--- src/rtl/rf_wb_scheduler_pkg.sv ---
// Shared types for the register-file write-back scheduler: register index,
// data word and the write-back request record.
package rf_wb_scheduler_pkg;

  localparam int NUM_REGS = 32;
  localparam int N_WB_REQ = 3;

  typedef logic [$clog2(NUM_REGS)-1:0] reg_addr_t;
  typedef logic [31:0]                 word_t;

  typedef struct packed {
    reg_addr_t rd_addr;
    word_t     rd_data;
  } wb_req_t;

endpackage

--- src/rtl/rf_wb_scheduler_rr_arbiter.sv ---
// Combinational round-robin arbiter: the first requester at or after ptr
// (wrapping) wins. The pointer register lives in the caller.
module rr_arbiter #(
  parameter int N = 3,
  localparam int PW = (N > 1) ? $clog2(N) : 1
) (
  input  logic [N-1:0]  req,
  input  logic [PW-1:0] ptr,
  output logic [N-1:0]  grant,
  output logic [PW-1:0] winner,
  output logic          any
);

  logic [PW:0]   sum;
  logic [PW-1:0] idx;

  // NOTE: every output and temporary gets a default first so no path infers a latch.
  always_comb begin
    grant  = '0;
    winner = '0;
    any    = 1'b0;
    sum    = '0;
    idx    = '0;
    for (int k = 0; k < N; k++) begin
      sum = {1'b0, ptr} + (PW+1)'(k);
      if (sum >= (PW+1)'(N)) sum = sum - (PW+1)'(N);
      idx = sum[PW-1:0];
      if (!any && req[idx]) begin
        grant[idx] = 1'b1;
        winner     = idx;
        any        = 1'b1;
      end
    end
  end

endmodule

--- src/rtl/rf_wb_scheduler.sv ---
// Register-file write-port sequencer: round-robin write-back arbitration,
// registered write port and a busy scoreboard that stalls RAW/WAW hazards.
module rf_wb_scheduler
  import rf_wb_scheduler_pkg::*;
#(
  parameter int N_REQ = N_WB_REQ
) (
  input  logic                  clk,
  input  logic                  rst,
  input  logic [N_REQ-1:0]      req_valid,
  output logic [N_REQ-1:0]      req_ready,
  input  reg_addr_t [N_REQ-1:0] req_rd_addr,
  input  word_t [N_REQ-1:0]     req_rd_data,
  output logic                  rf_write_en,
  output reg_addr_t             rf_rd_addr,
  output word_t                 rf_rd_data,
  input  logic                  iss_valid,
  input  reg_addr_t             iss_rs1_addr,
  input  reg_addr_t             iss_rs2_addr,
  input  reg_addr_t             iss_rd_addr,
  input  logic                  iss_uses_rs1,
  input  logic                  iss_uses_rs2,
  input  logic                  iss_writes_rd,
  output logic                  iss_stall,
  output logic [NUM_REGS-1:0]   busy_mask
);

  localparam int PW = $clog2(N_REQ);

  logic [PW-1:0]       ptr_q, ptr_d;
  logic                we_q, we_d;
  reg_addr_t           addr_q, addr_d;
  word_t               data_q, data_d;
  logic [NUM_REGS-1:0] busy_q, busy_d;

  logic [N_REQ-1:0] grant;
  logic [PW-1:0]    winner;
  logic             any_grant;
  wb_req_t          win_req;

  // Requests are masked during reset so nothing is granted until it releases.
  rr_arbiter #(.N(N_REQ)) u_arb (
    .req    (req_valid & {N_REQ{rst}}),
    .ptr    (ptr_q),
    .grant  (grant),
    .winner (winner),
    .any    (any_grant)
  );

  assign req_ready   = grant;
  assign win_req     = '{rd_addr: req_rd_addr[winner], rd_data: req_rd_data[winner]};
  assign rf_write_en = we_q;
  assign rf_rd_addr  = addr_q;
  assign rf_rd_data  = data_q;
  assign busy_mask   = busy_q;

  assign iss_stall = iss_valid & ((iss_uses_rs1  & busy_q[iss_rs1_addr]) |
                                  (iss_uses_rs2  & busy_q[iss_rs2_addr]) |
                                  (iss_writes_rd & busy_q[iss_rd_addr]));

  always_comb begin
    ptr_d  = ptr_q;
    we_d   = 1'b0;
    addr_d = addr_q;
    data_d = data_q;
    if (any_grant) begin
      ptr_d  = (winner == PW'(N_REQ-1)) ? '0 : winner + PW'(1);
      addr_d = win_req.rd_addr;
      data_d = win_req.rd_data;
      we_d   = (win_req.rd_addr != '0);
    end

    // Clear first, then set, so a same-cycle reservation of the register wins.
    busy_d = busy_q;
    if (we_q) busy_d[addr_q] = 1'b0;
    if (iss_valid && !iss_stall && iss_writes_rd) busy_d[iss_rd_addr] = 1'b1;
    busy_d[0] = 1'b0;
  end

  // NOTE: non-blocking assignments for all state so every register samples pre-edge values.
  always_ff @(posedge clk) begin
    if (!rst) begin
      ptr_q  <= '0;
      we_q   <= 1'b0;
      addr_q <= '0;
      data_q <= '0;
      busy_q <= '0;
    end else begin
      ptr_q  <= ptr_d;
      we_q   <= we_d;
      addr_q <= addr_d;
      data_q <= data_d;
      busy_q <= busy_d;
    end
  end

endmodule
--- config.mk ---
export PLATFORM = sky130hd
export DESIGN_NAME = rf_wb_scheduler
export DESIGN_NICKNAME = d
export VERILOG_FILES = /design/src/rtl/rf_wb_scheduler_pkg.sv /design/src/rtl/rf_wb_scheduler_rr_arbiter.sv /design/src/rtl/rf_wb_scheduler.sv
export SDC_FILE = /design/constraint.sdc
export NUM_CORES = 1
export LEC_CHECK = 0
export ABC_AREA = 0
export CORE_ASPECT_RATIO = 2
export CORE_MARGIN = 3
export CORE_UTILIZATION = 38
export DETAILED_ROUTE_END_ITERATION = 8
export PLACE_DENSITY = 0.78
export SYNTH_ARGS = -nofsm -noshare
export SYNTH_HDL_FRONTEND = slang
export SYNTH_SLANG_ARGS = --single-unit
--- constraint.sdc ---
create_clock -name clk -period 2.36 [get_ports clk]
set_input_delay 0.472 -clock clk [delete_from_list [all_inputs] [get_ports clk]]
set_output_delay 0.472 -clock clk [all_outputs]
set_load 0.02 [all_outputs]
* Word-level counts from Yosys, hierarchy flattened *
Cells that the tools add are included.
Widths: inputs -> output; s select.

cells by class
  bitwise logic cells = 12
  muxes and demuxes = 41
  $add $sub $neg = 6
  equal/unequal tests = 1
  reduce and logical (&&, ||, !) cells = 14
  $lt $le $gt $ge = 16

operators by type and width
  kind                 count
  $mux 32              3
  $bmux 32 s2          1
  $and 32x32->32       1
  $not 32->32          1
  $or 32x32->32        1
  $lt 5x6->1 const B   4
  $bmux 1 s5           3
  $mux 1               14
  $mux 2               7
  $lt 2x3->1 const B   4
  $bmux 5 s2           1
  $demux 1 s5          2
  $ge 5x1->1 const B   2
  $logic_and 1x1->1    9
  $mux 3               3
  $bmux 1 s2           3
  $demux 1 s2          3
  $ge 2x1->1 const B   3
  $ge 3x2->1 const B   2
  $or 3x3->3           2
  $sub 2x2->2 const B  3
  $mux 5               1
  $reduce_bool 5->1    1
  $and 1x1->1          4
  other kinds (9)      12

word-level totals
  logic and storage cells = 96
  input bits = 135
  register bits = 72

* Logic depth before layout (Yosys ltp) *
Gate-level depths: netlist (run 1).

  word-level depth = 14
  depth in mapped cells = 13

* Modules after synthesis *
From an unflattened synthesis (run 1), not the netlist that was laid out.

unflattened totals
  cell total of the unflattened synthesis = 566
  area total of the unflattened synthesis = 4,917.2 sq um

modules (own cells, without submodules)
  module           area an instance (sq um)  cells each  instances
  rf_wb_scheduler  4,635.7                   525         1
  rr_arbiter       281.5                     41          1

* Worst setup path after synthesis (run 1) *
No wires, ideal clock.

  path kind = input to register
  from = input port iss_rs1_addr[0]
  to = register busy_q[23] (netlist: busy_mask[23])
  cell stages on the path = 9
  setup slack = -0.091 ns
  data required time = 2.292 ns
  data arrival time = 2.383 ns
  path through = buf_2 -> mux4_2 -> mux2i_1 -> o32ai_1 -> o21ai_1 -> nand4_1 -> or3b_1 -> buf_6 -> o21ai_2

between the ends
  word-level cells in the longest chain between the ends = 10

ends and longest elaborated chain
  element                         RTL line               text
  start: declaration              rf_wb_scheduler.sv:18  input reg_addr_t iss_rs1_addr,
  $bmux 1 s5                      rf_wb_scheduler.sv:57  assign iss_stall = iss_valid & ((iss_uses_rs1 & busy_q[iss_rs1_addr]) |
  $mux 1 (implied by the code)    rf_wb_scheduler.sv:57
  $and 1x1->1                     rf_wb_scheduler.sv:57
  $or 1x1->1                      rf_wb_scheduler.sv:57
  $or 1x1->1                      rf_wb_scheduler.sv:58  (iss_uses_rs2 & busy_q[iss_rs2_addr]) |
  $and 1x1->1                     rf_wb_scheduler.sv:57
  $logic_not 1->1                 rf_wb_scheduler.sv:76  if (iss_valid && !iss_stall && iss_writes_rd) busy_d[iss_rd_addr] = 1'b1;
  $logic_and 1x1->1 (2 in a row)  rf_wb_scheduler.sv:76
  $mux 32                         rf_wb_scheduler.sv:76
  end signal: assignment          rf_wb_scheduler.sv:93  busy_q <= busy_d;
  end: declaration                rf_wb_scheduler.sv:34  logic [NUM_REGS-1:0] busy_q, busy_d;

No other way between the ends. The select of a mux whose other input is x is not followed.
A chain may end at the register's enable or synchronous reset.

* Final worst setup path (run 1) *
  from = register busy_q[31] (netlist: busy_mask[31])
  to = output port iss_stall

between the ends
  word-level cells in the longest chain between the ends = 6
  elaborated cells on any way between the ends = 12
  classes of those cells = 6 x mux; 6 x bitwise

ends and longest elaborated chain
  element                                RTL line                                      text
  $bmux 1 s5, on equally long branches   rf_wb_scheduler.sv:57, rf_wb_scheduler.sv:58
  $mux 1, on equally long branches       rf_wb_scheduler.sv:57, rf_wb_scheduler.sv:58
  $and 1x1->1, on equally long branches  rf_wb_scheduler.sv:57, rf_wb_scheduler.sv:58
  $or 1x1->1                             rf_wb_scheduler.sv:57
  $or 1x1->1 (*)                         rf_wb_scheduler.sv:58
  $and 1x1->1 (*)                        rf_wb_scheduler.sv:57
  end: declaration                       rf_wb_scheduler.sv:24                         output logic iss_stall,

Every way passes the cells marked *; elsewhere a longest branch is shown, timed or not. The select of a mux whose other input is x is not followed.

==> impl_metrics.csv, run 1 <==
group,metric,value,unit
run_status,status,"finished, violations left",
run_status,violations,"setup timing",
worst_setup_path,crit_path_end_kind,"output port",
sta,fin_skew,0.00859,ns
global_routing,grt_max_degree,46,
logic_synthesis,synth_top_area_share,31.7,%
sta,layout_setup_ws,-0.311,ns
floorplan,die_w,82.8,um
pwr,p_leak,3.52,nW
global_routing,globalRouteTotalUtil,30.0,%
worst_setup_path,cp_max_fo,4,
hold_path,hp-class,"reg2reg",
logic_synthesis,synth_commonest_cells,"nand2_1 (98), dfxtp_1 (71), o21ai_0 (47)",
worst_setup_path,cp.arrival,2.20,ns
final_layout,final_nets,980,
placed_design,port_buffers,207,
logic_synthesis,synth.distinct_cells,54,
final_layout,area_growth,98.4,%
sta,period_needed,2.67,ns
floorplan,initial_utilization,39.3,%
sta,setup_tns,-3.14,ns
placed_design,gp_congestion,1.06,
cts,cts_max_path_buffers,2,
cts,clock_sinks,71,
drt,drtIter0Drc,453,
sta,setup_viol,44,
logic_synthesis,ys_seq_area_share,31.7,%
logic_synthesis,syn_area,4490,sq um
logic_synthesis,yosysMostFrequentCell,"nand2_1",
cts,cts_buffers,9,
sta,max_freq,374,MHz
final_layout,fin_util,77.9,%
cts,worst_skew_pair.late_latency,0.34,ns
pwr,ir_drop,0.000527,V
cts,cts_tree,"done",
flow_run,max_cap_violations,0,
cts,cts_hold_buf,0,
global_routing,grt_pass1_wl,31400,um
final_layout,fillerInstances,717,
floorplan,die_y,160,um
floorplan,die_area,13200,sq um
sta,rsz0062_at_grt,"true",
sta,hold_violations,0,
placed_design,dp_slack,-1.13,ns
global_routing,antenna_found_initial,0,
worst_setup_path,cp.required,1.89,ns
drt,dr.pass1.iters,5,
logic_synthesis,yosys_warnings,0,
global_routing,grt_pass1_vias,6181,
worst_setup_path,crit_type,"reg2out",
global_routing,overflow,0,
drt,vias,6047,
sta,slew_violations,0,
drt,ant_nets,0,
pwr,powerDensity,733,nW/um^2
worst_setup_path,startpoint_type,"flop",
drt,wirelength,23600,um
cts,cts_root_buffer,"clkbuf_16",
logic_synthesis,syn_nets,675,
sta,holdWs,0.481,ns
logic_synthesis,synth_edf_count,0,
logic_synthesis,synthFlopType,"dfxtp_1",
cts,clk_pin_slew,0.06,ns
floorplan,core,11400,sq um
floorplan,rows,55,
drt,drc,0,
drt,wl_per_cell,23.9,um
logic_synthesis,synth-async-reset-ratio,0,%
final_layout,drive_gt1_share,42.1,%
final_layout,diodes,0,
floorplan,pin_count,209,
logic_synthesis,synth_largest_area_cell,"dfxtp_1",
logic_synthesis,synth_seq_cells,71,
sta,period_share,113,%
placed_design,dpl.hpwl,16100,um
drt,via_per_inst,6.12,
logic_synthesis,netlist_instances,536,
logic_synthesis,ys_top_cells_by_area,"dfxtp_1 (32%), mux4_2 (11%), nand2_1 (8.2%)",
cts,htreeDepth,3,
logic_synthesis,syn_avg_cell_area,8.37,sq um
==> cells in the final DEF (no fill, tap or decap), types with 5 or more instances in the layout <==
cell,count
o211ai_1,31
inv_1,5
clkdlybuf4s50_1,191
a31o_2,34
nor2_1,11
nand3_1,8
o21ai_2,26
nand2_2,12
mux2i_1,10
dfxtp_4,5
nand2_1,66
o21ai_1,19
buf_12,6
o21ai_0,26
nand2_4,20
mux4_2,21
dfxtp_1,56
dlygate4sd2_1,6
dfxtp_2,10
a31oi_4,17
buf_4,102
buf_6,28
a31oi_1,16
clkbuf_16,12
nand3b_1,10
==> where the power goes <==
part	switching [W]	internal [W]	total (W)	leakage [nW]
Clock	0.000510	0.000873	0.00138	0.152
Combinational	0.00177	0.00168	0.00345	2.77
Sequential	0.000225	0.00147	0.00169	0.593
Total	0.00250	0.00402	0.00652	3.52
==> critical path, cell delays in order (launching register included) <==
cell,delay [ns]
dfxtp_4,0.36
buf_4,0.13
mux4_2,0.46
mux2i_1,0.17
o22ai_1,0.12
a41oi_2,0.20
a21boi_1,0.10
o21a_2,0.22
buf_6,0.13
==> registers in the layout, summed over array words and instances (netlist names) <==
| name | count |
|---|---|
| busy_mask | 31 |
| ptr_q | 2 |
| rf_rd_addr | 5 |
| rf_rd_data | 32 |
| rf_write_en | 1 |
==> cells by family after synthesis <==
family	after synthesis	share of synthesized area (%)
buffers and inverters	58	5.52
muxes	37	14.1
AOI/OAI and AO/OA	207	31.2
other	1	0.0836
adders and majority gates	4	1.12
and+or+nand+nor	158	16.3
DFF	71	31.7
==> worst paths after layout <==
| kind | from | endpoint | slack, ns | cells after the start |
|---|---|---|---|---|
| hold reg to reg | rf_rd_data[27] | rf_rd_data[27] | 0.48 | 1 |
| setup reg to reg | ptr_q[0] | rf_write_en | -0.21 | 9 |
| setup / recovery | busy_mask[31] | iss_stall | -0.31 | 8 |
| hold / removal | rf_rd_data[27] | rf_rd_data[27] | 0.48 | 1 |
==> final cells by class <==
type	instances	area [sq um]	area share, %
multi-input combinational	407	3590	40.4
timing repair buffer	345	3340	37.5
sequential	71	1450	16.3
clock buffer	11	253	2.84
tap	142	178	2.00
clock inverter	5	56.3	0.632
inverter	7	26.3	0.295
==> through the flow <==
stage	std cells	power, W	cell area, sq um
global placement	945	0.00427	7430
global route	988	0.00675	8900
finish	988	0.00652	8900
floorplan	536	0.00301	4510
CTS	978	0.00594	8180
detailed placement	945	0.00435	7430
==> routing by layer <==
layer	global-route usage (%)	part of all wire, %
met1	25.4	31
met2	59.3	55
met3	6.71	7.3
met4	20.3	7.1
met5	0	0
==> timing repair <==
item | in CTS | in global routing
setup buffers | 17 | 13
resized for setup | 116 | 164
setup endpoints to repair | 73 | 66
pin swaps | 25 | 63
gates cloned | 2 | 3
(Power assumes the default switching activity.)
==> run 2: changes to the inputs <==
--- a/config.mk
+++ b/config.mk
@@ -8,9 +8,10 @@
 export ABC_AREA = 0
 export CORE_ASPECT_RATIO = 2
 export CORE_MARGIN = 3
-export CORE_UTILIZATION = 38
+export CORE_UTILIZATION = 45
 export DETAILED_ROUTE_END_ITERATION = 8
-export PLACE_DENSITY = 0.78
+export PLACE_DENSITY = 0.87
 export SYNTH_ARGS = -nofsm -noshare
 export SYNTH_HDL_FRONTEND = slang
 export SYNTH_SLANG_ARGS = --single-unit
+export TNS_END_PERCENT = 5
==> constraint.sdc (replaced) <==
create_clock -name clk -period 3.15 [get_ports clk]
set_input_delay 0.63 -clock clk [delete_from_list [all_inputs] [get_ports clk]]
set_output_delay 0.63 -clock clk [all_outputs]
set_load 0.02 [all_outputs]
==> run 2 against run 1 <==
  * The run still ends with setup timing left
  * Register-to-register slack better by 0.50 ns
  * Global-route usage is 3.0 points higher
  * Total power is 38% lower
  * Critical endpoint unchanged
  * Highest routed layer unchanged
==> impl_metrics.csv, run 2 (synthesis results as in run 1) <==
group,metric,value,unit
run_status,status,"finished, violations left",
run_status,violations,"setup timing",
cts,cts_tree,"done",
floorplan,pin_count,209,
placed_design,dpl.hpwl,14700,um
drt,wl_per_cell,21.0,um
cts,cts_buffers,9,
drt,drtIter0Drc,462,
sta,period_share,105,%
global_routing,overflow,0,
cts,cts_max_path_buffers,2,
final_layout,fillerInstances,709,
floorplan,rows,51,
worst_setup_path,crit_type,"in2out",
final_layout,fin_util,74.2,%
hold_path,hp-class,"reg2reg",
cts,clock_sinks,71,
worst_setup_path,crit_path_end_kind,"output port",
floorplan,initial_utilization,46.0,%
final_layout,layout_common_cells,"clkdlybuf4s50_1 (197), nand2_1 (98), dfxtp_1 (71), o21ai_0 (46), buf_4 (42)",
floorplan,die_y,147,um
worst_setup_path,startpoint_type,"input pin",
drt,dr.pass1.iters,9,
sta,setup_viol,1,
worst_setup_path,cp_max_fo,9,
worst_setup_path,path_cells,"clkdlybuf4s50_1, buf_6, buf_4, mux4_2, nand3b_1, a21oi_1, o31ai_2, nand2_1, o21a_1, buf_2",
floorplan,core,9760,sq um
drt,drc,0,
cts,cts_root_buffer,"clkbuf_16",
floorplan,die_area,11300,sq um
pwr,p_leak,2.73,nW
worst_setup_path,cp.required,2.52,ns
sta,fin_skew,0.00326,ns
global_routing,grt_pass1_vias,5707,
flow_run,max_cap_violations,0,
placed_design,dp_slack,-0.717,ns
placed_design,gp_congestion,1.08,
cts,worst_skew_pair.late_latency,0.33,ns
cts,clk_pin_slew,0.05,ns
sta,hold_violations,0,
global_routing,globalRouteTotalUtil,33.0,%
sta,slew_violations,0,
sta,setup_tns,-0.157,ns
drt,vias,5507,
final_layout,final_nets,892,
final_layout,area_growth,61.4,%
worst_setup_path,cpMaxStageDelayCell,"clkdlybuf4s50_1",
worst_setup_path,cp.arrival,2.68,ns
final_layout,largest_reg_flops,32,
global_routing,grt_max_degree,47,
drt,via_per_inst,6.19,
cts,htreeDepth,3,
sta,layout_setup_ws,-0.157,ns
worst_setup_path,max_stage_delay,0.47,ns
sta,rsz0062_at_grt,"true",
final_layout,drive_gt1_share,18.5,%
pwr,ir_drop,0.000415,V
placed_design,port_buffers,207,
global_routing,grt_pass1_wl,29000,um
final_layout,final_common_cell,"clkdlybuf4s50_1",
drt,ant_nets,0,
drt,wirelength,18700,um
floorplan,die_w,76.6,um
sta,max_freq,302,MHz
global_routing,antenna_found_initial,1,
sta,period_needed,3.31,ns
pwr,powerDensity,558,nW/um^2
[run 2: stage by stage]
stage               std cells  hold WS [ns]  instance area [sq um]  power, W
global placement          868         0.467                   6900   0.00309
global route              889         0.505                   7250   0.00425
detailed placement        868         0.474                   6900   0.00314
CTS                       888         0.486                   7210   0.00403
finish                    889         0.486                   7250   0.00404
floorplan                 536         0.475                   4490   0.00225
[run 2: timing repair]
action,in CTS,in global routing
resized for setup,16,10
setup endpoints to repair,19,30
cloned,1,0
pin swaps,3,2
setup buffers,5,0
hold buffers,0,0
[run 2: final cells by class]
cell class | count | area [sq um] | area share, %
timing repair buffer | 257 | 2520 | 34.7
clock inverter | 2 | 10.0 | 0.138
tap | 132 | 165 | 2.28
clock buffer | 12 | 236 | 3.26
multi-input combinational | 407 | 2870 | 39.6
sequential | 71 | 1420 | 19.6
antenna | 1 | 2.50 | 0.0345
inverter | 7 | 26.3 | 0.363
[run 2: critical path, delay by kind of cell]
family | cells | cell delay (ns)
and+or+nand+nor | 2 | 0.21
AOI/OAI and AO/OA | 3 | 0.65
buffers and inverters | 4 | 0.88
muxes | 1 | 0.29
[run 2: metal layers]
layer	routed length, um	track usage [%]	vias up
met5	0	0	-
met4	1220	19.5	0
met3	1700	10.0	100
met2	10000	63.9	377
met1	5730	28.9	2560
li1	-	-	2470
[run 2: final timing paths]
kind / startpoint / end / slack, ns / cells past startpoint
worst max register to register: ptr_q[1] / rf_write_en / 0.29 / 11
worst max-delay path: iss_rs2_addr[1] / iss_stall / -0.16 / 10
worst min-delay path: rf_rd_data[23] / rf_rd_data[23] / 0.49 / 1
worst min register to register: rf_rd_data[23] / rf_rd_data[23] / 0.49 / 1
[run 2: power breakdown]
part           internal (W)  switching, W  total, W  leakage [nW]
clock network      0.000521      0.000350  0.000871         0.122
logic              0.000929      0.000976   0.00191          2.03
registers           0.00110      0.000167   0.00127         0.584
